==> config.mk <==
export PLATFORM = sky130hd
export DESIGN_NAME = pulp_level_shifter_out_seq
export DESIGN_NICKNAME = d
export VERILOG_FILES = /design/src/rtl/pulp_level_shifter_out_seq.sv
export SDC_FILE = /design/constraint.sdc
export NUM_CORES = 1
export LEC_CHECK = 0
export ABC_AREA = 1
export BUFFER_PORTS_ARGS = -buffer_cell sky130_fd_sc_hd__buf_4
export CORE_MARGIN = 2
export CORE_UTILIZATION = 48
export CTS_CLUSTER_SIZE = 16
export DETAILED_ROUTE_END_ITERATION = 10
export HOLD_SLACK_MARGIN = 0.03
export PLACE_DENSITY = 0.87
export REMOVE_ABC_BUFFERS = 1
export SYNTH_ARGS = -nofsm -noshare
export SYNTH_HDL_FRONTEND = slang
export SYNTH_SLANG_ARGS = --single-unit
==> constraint.sdc <==
create_clock -name clk_i -period 2.05 [get_ports clk_i]
set_input_delay 0.3075 -clock clk_i [delete_from_list [all_inputs] [get_ports clk_i]]
set_output_delay 0.3075 -clock clk_i [all_outputs]
set_load 0.03 [all_outputs]
==> src/rtl/pulp_level_shifter_out_seq.sv <==
// rtl/pulp_level_shifter_out_seq.sv - output level shifter with clamp and isolate/power sequencer
module pulp_level_shifter_out_seq #(
   parameter int unsigned      WIDTH            = 32,
   parameter logic [WIDTH-1:0] CLAMP_VALUE      = '0,
   parameter int unsigned      ISO_SETUP_CYCLES = 4,
   parameter int unsigned      ISO_HOLD_CYCLES  = 4,
   parameter int unsigned      PWR_TIMEOUT      = 256
) (
   input  logic             clk_i,
   input  logic             rst_i,
   input  logic [WIDTH-1:0] data_i,
   output logic [WIDTH-1:0] data_o,
   input  logic             pwr_down_req_i,
   output logic             pwr_down_ack_o,
   input  logic             pwr_up_req_i,
   output logic             pwr_up_ack_o,
   input  logic             pwr_good_i,
   output logic             pwr_en_o,
   output logic             iso_o,
   output logic             busy_o,
   output logic             err_o
);

   localparam int unsigned ISO_MAX = (ISO_SETUP_CYCLES > ISO_HOLD_CYCLES) ? ISO_SETUP_CYCLES : ISO_HOLD_CYCLES;
   localparam int unsigned CNT_MAX = (ISO_MAX > PWR_TIMEOUT) ? ISO_MAX : PWR_TIMEOUT;
   localparam int unsigned CW      = (CNT_MAX < 1) ? 1 : $clog2(CNT_MAX + 1);

   localparam logic [CW-1:0] SETUP_LAST   = CW'(ISO_SETUP_CYCLES - 1);
   localparam logic [CW-1:0] HOLD_LAST    = CW'(ISO_HOLD_CYCLES - 1);
   localparam logic [CW-1:0] TIMEOUT_LAST = CW'(PWR_TIMEOUT - 1);
   localparam logic [CW-1:0] CNT_ONE      = CW'(1);

   typedef enum logic [2:0] {
      ACTIVE, ISO_SETUP, PWR_OFF_WAIT, OFF, PWR_ON_WAIT, ISO_HOLD
   } state_t;

   state_t           state;
   logic [CW-1:0]    cnt;
   logic [WIDTH-1:0] data_q;
   logic             err_q;
   logic             down_ack_q;
   logic             up_ack_q;

   // cnt counts cycles already spent in the current state; it reloads on every transition
   always_ff @(posedge clk_i) begin
      if (rst_i) begin
         state      <= PWR_ON_WAIT;
         cnt        <= '0;
         data_q     <= '0;
         err_q      <= 1'b0;
         down_ack_q <= 1'b0;
         up_ack_q   <= 1'b0;
      end else begin
         data_q     <= data_i;
         down_ack_q <= 1'b0;
         up_ack_q   <= 1'b0;
         case (state)
            ACTIVE: begin
               if (pwr_down_req_i) begin
                  state <= ISO_SETUP;
                  cnt   <= '0;
               end
            end
            ISO_SETUP: begin
               if (cnt == SETUP_LAST) begin
                  state <= PWR_OFF_WAIT;
                  cnt   <= '0;
               end else begin
                  cnt <= cnt + CNT_ONE;
               end
            end
            PWR_OFF_WAIT: begin
               if (!pwr_good_i || cnt == TIMEOUT_LAST) begin
                  if (pwr_good_i) err_q <= 1'b1;
                  state      <= OFF;
                  cnt        <= '0;
                  down_ack_q <= 1'b1;
               end else begin
                  cnt <= cnt + CNT_ONE;
               end
            end
            OFF: begin
               if (pwr_up_req_i) begin
                  state <= PWR_ON_WAIT;
                  cnt   <= '0;
               end
            end
            PWR_ON_WAIT: begin
               if (pwr_good_i || cnt == TIMEOUT_LAST) begin
                  if (!pwr_good_i) err_q <= 1'b1;
                  state <= ISO_HOLD;
                  cnt   <= '0;
               end else begin
                  cnt <= cnt + CNT_ONE;
               end
            end
            ISO_HOLD: begin
               if (cnt == HOLD_LAST) begin
                  state    <= ACTIVE;
                  cnt      <= '0;
                  up_ack_q <= 1'b1;
               end else begin
                  cnt <= cnt + CNT_ONE;
               end
            end
            default: begin
               state <= PWR_ON_WAIT;
               cnt   <= '0;
            end
         endcase
      end
   end

   assign iso_o          = (state != ACTIVE);
   assign pwr_en_o       = !(state == PWR_OFF_WAIT || state == OFF);
   assign busy_o         = !(state == ACTIVE || state == OFF);
   assign err_o          = err_q;
   assign pwr_down_ack_o = down_ack_q;
   assign pwr_up_ack_o   = up_ack_q;
   assign data_o         = iso_o ? CLAMP_VALUE : data_q;

endmodule

* After elaboration in Yosys (flattened, before gate mapping)
Cells that the tools add are included.
Operators by class: reductions and logical operators 16, multiplexer cells 21, eq/ne operators 15, bitwise gates (word level) 2, $add $sub $neg 1
Operators with widths (count):
- $mux W9 | 5
- $pmux W9 S5 | 1
- $mux W32 | 1
- $mux W3 | 6
- $pmux W3 S6 | 1
- $ne A2 B2 Y1 const B | 8
- $add A9 B1 Y9 const B | 1
- $eq A9 B2 Y1 const B | 1
- $eq A9 B8 Y1 const B | 1
- $eq A3 B2 Y1 const B | 2
- $eq A3 B3 Y1 const B | 2
- $mux W1 | 6
- $reduce_and A6 Y1 | 1
- $reduce_or A2 Y1 | 3
- $reduce_and A5 Y1 | 1
- $logic_or A1 B1 Y1 | 4
- $eq A3 B1 Y1 const B | 1
- $logic_not A1 Y1 | 3
- $logic_not A3 Y1 | 1
- $reduce_bool A3 Y1 | 1
- $not A1 Y1 | 2
- $pmux W1 S2 | 1
- $reduce_and A2 Y1 | 1
- $reduce_bool A2 Y1 | 1
Storage, ports and cells: bits in registers 47, input bits 37, output and inout bits 38, logic and storage cells 61

* Longest topological paths before layout
Gate-level depths: netlist of the first run.
depth in word-level cells 4, depth in mapped cells 12, mapped depth without buffers 12

* Least setup slack after synthesis of the first run
Ideal clock, no wire load.
path type register to output, from reg state[1], to out data_o[22], required time 1742 ps, arrival time 1375 ps, setup slack 368 ps, stages on the path, launching flop included 6, buffers on the path 2, cell sequence dfxtp_1 -> buf_6 -> nor2_2 -> nand2_1 -> buf_2 -> nor2_1
Between the ends: longest elaborated chain between the ends 2
RTL lines:
- from (decl) | line 37 | state_t state;
- from (signal assigned) | line 47 | state <= PWR_ON_WAIT;
- from (signal assigned) | line 60 | state <= ISO_SETUP;
- from (signal assigned) | line 66 | state <= PWR_OFF_WAIT;
- $reduce_bool A3 Y1 | line 114 | assign iso_o = (state != ACTIVE);
- via iso_o | line 19 | output logic iso_o,
- $mux W32 | line 120 | assign data_o = iso_o ? CLAMP_VALUE : data_q;
- to (decl) | line 12 | output logic [WIDTH-1:0] data_o,
The timed path passes the listed nets, and every way through them passes these cells.

* Worst setup path in the final report of the first run
from reg state[1], to out busy_o
Between the ends: longest elaborated chain between the ends 3, elaborated cells on any way between the ends 4, those cells by class 1 x eq/ne; 3 x reduce/logical
RTL lines:
- $eq A3 B2 Y1 or $logic_not A3 Y1 (tied branches) | line 116 | assign busy_o = !(state == ACTIVE || state == OFF);
- $logic_or A1 B1 Y1 * | line 116
- $logic_not A1 Y1 * | line 116
- to (decl) | line 20 | output logic busy_o,
Mark *: on every way between the ends. The rest lies on a longest branch, timed or not.

==> reports/metrics.cfg, run 1 <==
[clocking]
clockRootBuffer=clkbuf_8
cts_buffers=5
clkLatencyLatePin_ns=0.29
htreeDepth=2
clkTransAtPathRegs_ns=0.08
clock_sinks=47
cts_max_path_buffers=2
holdBufCountCts=0
cts_tree=built

[final_layout]
drive_above_1_share_pct=29.6
fill_cells=335
final_area_um2=2740
diodes=0
area_growth_pct=35.0
regArea_um2=942
nets=403
multi_input_area_um2=744

[power_and_ir_drop]
power_mw=2.39
p_int_mw=1.56
leakagePower_nw=1.41
switching_share_pct=34.8
ir_worst_vdd_uv=489
switching_power_mw=0.833
combPwrFrac_pct=32.3
power.share.sequential_pct=43.9
pwr-share-clk_pct=23.8
powerDensity_nw_per_um2=872

[yosys]
yosysTopAreaCellShare_pct=46.4
synth_mux_area_share_pct=0
ys_warn_count=0
yosys.area_share.adder_pct=1.23
ys_top_cells_by_count=inv_1, nor2_1, dfxtp_1
synthTopCellsByArea=dfxtp_1, inv_1, nor2_1, nand2_1, a21oi_2
synth_top_flop_cell=dfxtp_1
synth_top_family_by_area=simple AND/OR/NAND/NOR gates
syn-mean-instance-area_um2=7.00
synth-seq-cells=47
synth-simple-area-share_pct=29.7
synth_xor_area_share_pct=0.432
synth_area_um2=2030
yosys.area.top_type=dfxtp_1
ys_seq_area_share_pct=46.4
synthDistinctLibCells=29
syn-instance-count=290
async_reset_ff_share_pct=0
synth.most_common_cell=inv_1
synth-edff-count=0
synth_compound_gate_area_share_pct=4.56

[route]
drc=0
via_per_inst=4.36
routedWlPerCell_um=10.0
vias=1811
antenna_left=0
wl_um=4160
firstDrtPassIters=4
initialDrtViolationCount=63

[global_routing]
grt_overflow=0
grt_max_degree=38
antenna_found_initial=0
grt_pass1_vias=1684
grt_pass1_wl_um=7300
grt_busiest_layer=met2
grt.met2_usage_pct=33.2
grt_util_met3_pct=4.82
grt_usage_pct=18.4
globalRouteMet1Util_pct=20.8

[sta]
maxSlewHeadroom_pct=74.4
finClkSkew_ns=0.00264
finalCritPeriodShare_pct=89.2
tightest_slew_ns=0.384
slew_violations=0
fin_crit_ns=1.83
hold_viol_final=0
max_freq_mhz=547
rsz0062_at_grt=no
setup_viol=0

[die]
start_util_pct=50.4
ios=75
die_x_um=69.0
dieHeight_um=69.0
std_cell_rows=23
dieArea_um2=4760
core_area_um2=4030

[worst_setup_path]
end_kind=primary output
crit_required_ns=1.74
path_class=reg -> out
cp_max_fo=34
worstSetupStartpointType=flop
arrival_ns=1.52

[job]
max_cap_violations=0

[placed_design]
gp_congestion=0.903
place_hpwl_um=3170
io_buffers=74
place_area_um2=2630

[worst_hold_path]
hp-class=in -> reg

[status]
status=finished, final reports clean

==> power groups by stage <==
stage,registers [mW],logic [mW],clock network (mW)
6_report,1.05,0.772,0.569
5_1_grt,1.06,0.852,0.635
4_1_cts,1.05,0.775,0.591
2_1_floorplan,1.07,0.497,0
3_5_place_dp,1.07,0.773,0
3_3_place_gp,1.06,0.759,0
==> sequential cells by signal, indices dropped and copies added, names as in the netlist, named ones only <==
| signal | count |
|---|---|
| state | 2 |
| pwr_up_ack_o | 1 |
| data_q | 32 |
| pwr_down_ack_o | 1 |
| err_o | 1 |
| cnt | 9 |
==> layout make-up <==
type / count / share of cell area (%)
flip-flops and latches: 47 / 34.4
multi-input cells: 151 / 27.2
repair buffers: 75 / 21.0
clock buffers: 7 / 3.15
inverters: 84 / 11.7
well taps: 50 / 2.28
clock inverters: 1 / 0.320
==> layout by cell type, fill, tap and decap left out, types with 2 or more instances in the layout <==
cell and n:
a21oi_1 4, a21oi_2 4, buf_4 74, clkbuf_8 6, dfxtp_1 46, inv_1 81, inv_2 2, nand2_1 26
nand2_4 2, nand3_1 6, nand3_2 2, nand4_1 3, nor2_1 79, nor2_2 4, nor3_2 4, o21ai_0 6
==> critical path, stage by stage, from the launching register on <==
cell and delay [ns]:
dfxtp_1 0.50, nor2_2 0.11, nand2_1 0.12, buf_12 0.19, o21ai_0 0.11, inv_1 0.06, buf_4 0.15
==> worst paths after layout <==
kind / from / to / slack (ns) / cells past startpoint
min reg2reg: err_o / err_o / 0.46 / 2
min: data_i[14] / data_q[14] / 0.21 / 3
max reg2reg: cnt[1] / state[0] / 0.26 / 12
max: state[1] / busy_o / 0.22 / 6
==> cells by family (layout without fill, tap and decap cells) <==
family                     count (synthesis)  after routing
and+or+nand+nor                          133            133
adders and majority gates                  2              2
xor gates and xnor gates                   1              1
AOI/OAI and AO/OA                         15             15
DFF                                       47             47
buffers and inverters                     92            167
==> through the flow <==
stage	std cells	setup TNS, ns	utilization (%)	hold slack [ns]	setup slack [ns]
2_1_floorplan	282	-1.24	-	0.370	-0.0388
3_3_place_gp	407	0	65.2	0.440	0.287
3_5_place_dp	407	0	65.2	0.452	0.202
4_1_cts	415	0	67.6	0.201	0.176
5_1_grt	415	0	68.0	0.205	0.0202
6_report	415	0	68.0	0.209	0.222
==> routing by layer <==
layer	vias up	wire length [µm]
met5	-	0
met4	0	49
met3	5	267
met2	53	2070
met1	778	1770
li1	975	-
==> what timing repair did <==
item / in CTS / in global routing
setup endpoints to repair: 0 / 10
resized for setup: 0 / 5
setup buffers: 0 / 0
No activity file was read; power rests on OpenSTA's default activity.
==> run 2: changes to the inputs <==
--- a/config.mk
+++ b/config.mk
@@ -9,6 +9,7 @@
 export BUFFER_PORTS_ARGS = -buffer_cell sky130_fd_sc_hd__buf_4
 export CORE_MARGIN = 2
 export CORE_UTILIZATION = 48
+export CTS_BUF_LIST = sky130_fd_sc_hd__clkbuf_16
 export CTS_CLUSTER_SIZE = 16
 export DETAILED_ROUTE_END_ITERATION = 10
 export HOLD_SLACK_MARGIN = 0.03
==> run 2 against run 1 <==
Count of clock-buffer cells in the layout shrank 2. Cell area grew 1.5%. Non-clock buffer count is the same. Power grew 8.4%. Fmax grew 0.87%. Critical path type unchanged. Largest cell class unchanged. Largest power group unchanged. Highest routed layer unchanged.
==> reports/metrics.cfg, run 2 (synthesized netlist as in run 1, its figures left out) <==
[status]
status=finished, final reports clean  ; unchanged

[clocking]
cts_max_path_buffers=2  ; unchanged
clock_sinks=47  ; unchanged
clkTransAtPathRegs_ns=0.06  ; was 0.08 ns
htreeDepth=2  ; unchanged
clockRootBuffer=clkbuf_16  ; was clkbuf_8
post-cts-setup-buffers=0  ; unchanged
cts_buffers=5  ; unchanged
clkLatencyLatePin_ns=0.28  ; was 0.29 ns
cts_tree=built  ; unchanged

[route]
routedWlPerCell_um=10.4  ; was 10.0 µm
vias=1816  ; was 1811
firstDrtPassIters=4  ; unchanged
via_per_inst=4.38  ; was 4.36
wl_um=4320  ; was 4160 µm
drc=0  ; unchanged
initialDrtViolationCount=69  ; was 63
antenna_left=0  ; unchanged

[global_routing]
grt_max_degree=38  ; unchanged
grt_pass1_wl_um=7450  ; was 7300 µm
grt_usage_pct=18.9  ; was 18.4%
grt_pass1_vias=1674  ; was 1684
antenna_found_initial=0  ; unchanged
grt_overflow=0  ; unchanged

[sta]
slew_violations=0  ; unchanged
finalCritPeriodShare_pct=88.4  ; was 89.2%
maxSlewHeadroom_pct=74.1  ; was 74.4%
hold_viol_final=0  ; unchanged
finalSetupTns_ns=0  ; unchanged
fin_crit_ns=1.81  ; was 1.83 ns
max_freq_mhz=552  ; was 547 MHz
finClkSkew_ns=0.00319  ; was 0.00264 ns
timing.hold.ws_ns=0.226  ; was 0.209 ns
tightest_slew_ns=0.389  ; was 0.384 ns
rsz0062_at_grt=no  ; unchanged
setup_viol=0  ; unchanged
setup_ws_ns=0.237  ; was 0.222 ns

[die]
start_util_pct=50.4  ; unchanged
die_x_um=69.0  ; unchanged
ios=75  ; unchanged
std_cell_rows=23  ; unchanged
dieHeight_um=69.0  ; unchanged
dieArea_um2=4760  ; unchanged
core_area_um2=4030  ; unchanged

[placed_design]
place_ws_ns=0.202  ; unchanged
gp_congestion=0.903  ; unchanged
place_hpwl_um=3170  ; unchanged
place_area_um2=2630  ; unchanged
io_buffers=74  ; unchanged

[final_layout]
largestRegisters=data_q (32), cnt (9), state (2)  ; unchanged
largest-register=data_q  ; unchanged
final_common_cell=inv_1  ; unchanged
drive_above_1_share_pct=29.0  ; was 29.6%
final_cell_mix=inv_1, nor2_1, buf_4, dfxtp_1, nand2_1  ; unchanged
final_area_um2=2780  ; was 2740 µm²
largest_reg_flops=32  ; unchanged
area_growth_pct=37.1  ; was 35.0%
nets=403  ; unchanged
regArea_um2=942  ; unchanged
multi_input_area_um2=739  ; was 744 µm²
fill_cells=323  ; was 335
diodes=0  ; unchanged

[worst_setup_path]
path_class=reg -> out  ; unchanged
arrival_ns=1.51  ; was 1.52 ns
end_kind=primary output  ; unchanged
cp_max_fo=34  ; unchanged
crit_required_ns=1.74  ; about the same
rrSetupSlack_ns=0.26  ; about the same
worstSetupStartpointType=flop  ; unchanged
reg2reg_depth=11  ; was 12

[power_and_ir_drop]
powerDensity_nw_per_um2=931  ; was 872 nW/µm²
leakagePower_nw=1.44  ; was 1.41 nW
ir_worst_vdd_uv=404  ; was 489 µV
power_mw=2.59  ; was 2.39 mW

[job]
max_cap_violations=0  ; unchanged

[worst_hold_path]
whs_path_depth=3  ; unchanged
hp-class=in -> reg  ; unchanged

[run 2: cell types whose count changed in the layout (fill, tap and decap cells not counted)]
cell,previous run,this run
clkbuf_16,0,5
clkbuf_1,1,0
clkbuf_8,6,0
inv_1,81,82
clkinv_1,0,1
nor3_1,1,2
nor3_2,4,3
[run 2: cell type report]
type | count | area share (%)
flip-flops and latches | 47 | 33.9
multi-input cells | 151 | 26.6
well taps | 50 | 2.25
inverters | 84 | 11.5
clock inverters | 3 | 0.585
clock buffers | 5 | 4.50
repair buffers | 75 | 20.7
[run 2: repair_timing]
item	CTS	global route
setup endpoints to repair	0	10
hold buffers	0	0
resized for setup	0	4
[run 2: critical path, stage by stage, from the launching register on]
cell,delay [ns]
dfxtp_1,0.49
nor2_2,0.11
nand2_1,0.12
buf_12,0.19
o21ai_0,0.11
inv_1,0.06
buf_4,0.15
[run 2: per-stage QoR]
| stage | instances | util, % |
|---|---|---|
| after floorplan | 282 | - |
| after CTS | 415 | 68.8 |
| final | 415 | 69.0 |
| after global routing | 415 | 69.0 |
| after detailed placement | 407 | 65.2 |
| after global placement | 407 | 65.2 |
[run 2: metal layers]
metal / up-vias / wire, µm / track usage (%)
li1: 973 / - / -
met1: 788 / 1850 / 22.2
met2: 50 / 2180 / 33.7
met3: 5 / 246 / 4.68
met4: 0 / 43 / 5.88
met5: - / 0 / 0
[run 2: path summary, 6_finish.rpt]
| path | start | to |
|---|---|---|
| worst max register to register | cnt[1] | cnt[5] |
| worst max-delay path | state[1] | busy_o |
| worst min register to register | err_o | err_o |
| worst min-delay path | data_i[14] | data_q[14] |
[run 2: power breakdown]
part / switching, mW / internal [mW]
clock network: 0.319 / 0.445
logic: 0.485 / 0.292
registers: 0.0594 / 0.990
total: 0.863 / 1.73
==> run 3: changes to the inputs <==
--- a/config.mk
+++ b/config.mk
@@ -7,6 +7,7 @@
 export LEC_CHECK = 0
 export ABC_AREA = 1
 export BUFFER_PORTS_ARGS = -buffer_cell sky130_fd_sc_hd__buf_4
+export CORE_ASPECT_RATIO = 0.7
 export CORE_MARGIN = 2
 export CORE_UTILIZATION = 48
 export CTS_BUF_LIST = sky130_fd_sc_hd__clkbuf_16
==> run 3 against run 2 <==
Die area increased by 0.16%. First-iteration DRC count increased by 28%. Combinational power about the same. Sequential share of layout area about the same. Via count increased by 0.61%. Non-clock buffer count unchanged. Global-route usage decreased by 0.41 points. Final cell count increased by 0.48%. Hold slack improved by 0.0073 ns. Sequential power about the same. Utilization increased by 0.64 points. Clock skew increased by 0.0015 ns.
==> reports/metrics.cfg, run 3 (synthesized netlist as in run 1, its figures left out) <==
[status]
status=finished, final reports clean  ; unchanged

[final_layout]
fill_cells=347  ; was 323
largest-register=data_q  ; unchanged
largestRegisters=data_q (32), cnt (9), state (2)  ; unchanged
nets=403  ; unchanged
utilization_pct=69.7  ; was 69.0%
final_common_cell=inv_1  ; unchanged
area_growth_pct=37.1  ; about the same
drive_above_1_share_pct=29.0  ; unchanged
final_cell_mix=inv_1, nor2_1, buf_4, dfxtp_1, nand2_1  ; unchanged
diodes=0  ; unchanged
largest_reg_flops=32  ; unchanged
layoutNonFillerInstCount=417  ; was 415

[worst_setup_path]
reg2reg_from=cnt[1]  ; unchanged
end_kind=flop  ; was primary output
arrival_ns=2.00  ; was 1.51 ns
cp_cell_sequence=ha_2, nand3_1, nor3b_2, ha_1, inv_1, nand2_1, nor2_2, nor2_4, nand3_4, nand2_4, nor2_1  ; was nor2_2, nand2_1, buf_12, o21ai_0, inv_1, buf_4
cp_max_fo=8  ; was 34
worstSetupStartpointType=flop  ; unchanged
crit_cells=11  ; was 6
r2r_end=cnt[5]  ; unchanged
rrSetupSlack_ns=0.22  ; was 0.26 ns
reg2reg_depth=11  ; unchanged
crit_required_ns=2.21  ; was 1.74 ns
crit_buf_inv=1  ; was 3
cp_slowest_cell=dfxtp_1  ; unchanged
crit_path_max_incr_delay_ns=0.36  ; was 0.49 ns
path_class=reg -> reg  ; was reg -> out
crit_family=simple AND/OR/NAND/NOR gates  ; was flip-flops

[worst_hold_path]
holdPathEnd=data_q[15]  ; was data_q[14]
whs_path_depth=3  ; unchanged
hp-class=in -> reg  ; unchanged
holdCritStartpoint=data_i[15]  ; was data_i[14]

[die]
start_util_pct=50.8  ; was 50.4%
dieHeight_um=58.4  ; was 69.0 µm
core_area_um2=3990  ; was 4030 µm²
ios=75  ; unchanged
std_cell_rows=19  ; was 23
dieArea_um2=4770  ; was 4760 µm²
die_x_um=81.7  ; was 69.0 µm

[sta]
setup_ws_ns=0.216  ; was 0.237 ns
max_freq_mhz=545  ; was 552 MHz
rsz0062_at_grt=no  ; unchanged
hold_viol_final=0  ; unchanged
fin_crit_ns=1.83  ; was 1.81 ns
finClkSkew_ns=0.00468  ; was 0.00319 ns
finalSetupTns_ns=0  ; unchanged
slew_violations=0  ; unchanged
finalCritPeriodShare_pct=89.5  ; was 88.4%
tightest_slew_ns=0.371  ; was 0.389 ns
setup_viol=0  ; unchanged
maxSlewHeadroom_pct=75.3  ; was 74.1%

[power_and_ir_drop]
combPwrFrac_pct=30.4  ; was 30.0%
switching_share_pct=32.8  ; was 33.3%
ir_worst_vdd_uv=526  ; was 404 µV
powerDensity_nw_per_um2=921  ; was 931 nW/µm²
switching_power_mw=0.842  ; was 0.863 mW
power.share.sequential_pct=40.9  ; was 40.5%
p_int_mw=1.72  ; was 1.73 mW
pwr-share-clk_pct=28.7  ; was 29.5%
leakagePower_nw=1.44  ; about the same

[placed_design]
place_ws_ns=0.156  ; was 0.202 ns
place_inst=409  ; was 407
place_hpwl_um=3180  ; was 3170 µm
io_buffers=74  ; unchanged
gp_congestion=0.811  ; was 0.903

[global_routing]
antenna_found_initial=0  ; unchanged
grt_pass1_vias=1685  ; was 1674
grt_max_degree=38  ; unchanged
grt_overflow=0  ; unchanged
grt_usage_pct=18.5  ; was 18.9%
grt_pass1_wl_um=6960  ; was 7450 µm

[clocking]
clockRootBuffer=clkbuf_16  ; unchanged
holdBufCountCts=0  ; unchanged
htreeDepth=2  ; unchanged
clkTransAtPathRegs_ns=0.06  ; about the same
cts_tree=built  ; unchanged
cts_buffers=5  ; unchanged
clkLatencyLatePin_ns=0.27  ; was 0.28 ns
clock_sinks=47  ; unchanged
cts_max_path_buffers=2  ; unchanged

[route]
initialDrtViolationCount=88  ; was 69
drc=0  ; unchanged
vias=1827  ; was 1816
wl_um=4200  ; was 4320 µm
firstDrtPassIters=4  ; unchanged
routedWlPerCell_um=10.1  ; was 10.4 µm
antenna_left=0  ; unchanged
via_per_inst=4.38  ; about the same

[job]
max_cap_violations=0  ; unchanged

## run 3: cell types whose count changed in the layout (fill, tap and decap cells not counted)
cell      change
inv_1         +1
nor3_1        -1
clkinv_1      -1
clkinv_2      +1
nor2_1        +1
clkinv_4      -1
nor3_2        +1
nor2_2        -1
## run 3: how the worst max path moves through the flow
stage / startpoint / end / slack (ns)
global placement: cnt[0] / cnt[5] / 0.26
global route: cnt[1] / state[0] / 0.03
finish: cnt[1] / cnt[5] / 0.22
CTS: cnt[0] / state[0] / 0.13
floorplan: state[1] / data_o[0] / -0.04
detailed placement: cnt[0] / cnt[5] / 0.16
## run 3: cell type report
cell class / instances / area (µm²) / area share (%)
Clock inverter: 3 / 12.5 / 0.450
Timing Repair Buffer: 75 / 576 / 20.7
Tap cell: 52 / 65.1 / 2.34
Clock buffer: 5 / 125 / 4.50
Multi-Input combinational cell: 151 / 742 / 26.7
Inverter: 84 / 320 / 11.5
Sequential cell: 47 / 942 / 33.9
## run 3: repair_timing
action,CTS,global route
setup buffers,0,0
resized for setup,0,4
setup endpoints to repair,0,11
## run 3: per-layer routing
metal / wire, µm / GRT usage [%] / vias to the layer above
met3: 306 / 3.99 / 6
met5: 0 / 0 / -
met2: 2050 / 35.1 / 69
met4: 22 / 3.57 / 0
met1: 1820 / 21.5 / 778
li1: - / - / 974
## run 3: worst reg2reg max path, cell delays in order (launching register included)
cell,delay [ns]
dfxtp_1,0.36
ha_2,0.21
nand3_1,0.14
nor3b_2,0.19
ha_1,0.16
inv_1,0.05
nand2_1,0.08
nor2_2,0.06
nor2_4,0.15
nand3_4,0.11
nand2_4,0.15
nor2_1,0.06
## run 3: stage by stage
step           power [mW]  instance area, µm²  hold slack [ns]
2_1_floorplan        1.57                1990            0.370
4_1_cts              2.59                2770            0.232
3_3_place_gp         1.82                2630            0.442
6_report             2.56                2780            0.233
3_5_place_dp         1.85                2630            0.458
5_1_grt              2.72                2780            0.232
## run 3: power by group through the flow
stage / clock [mW] / combinational (mW) / sequential [mW]
final: 0.736 / 0.779 / 1.05
after global routing: 0.800 / 0.858 / 1.06
after CTS: 0.756 / 0.783 / 1.05
after detailed placement: 0 / 0.778 / 1.07
after global placement: 0 / 0.761 / 1.06
after floorplan: 0 / 0.497 / 1.07
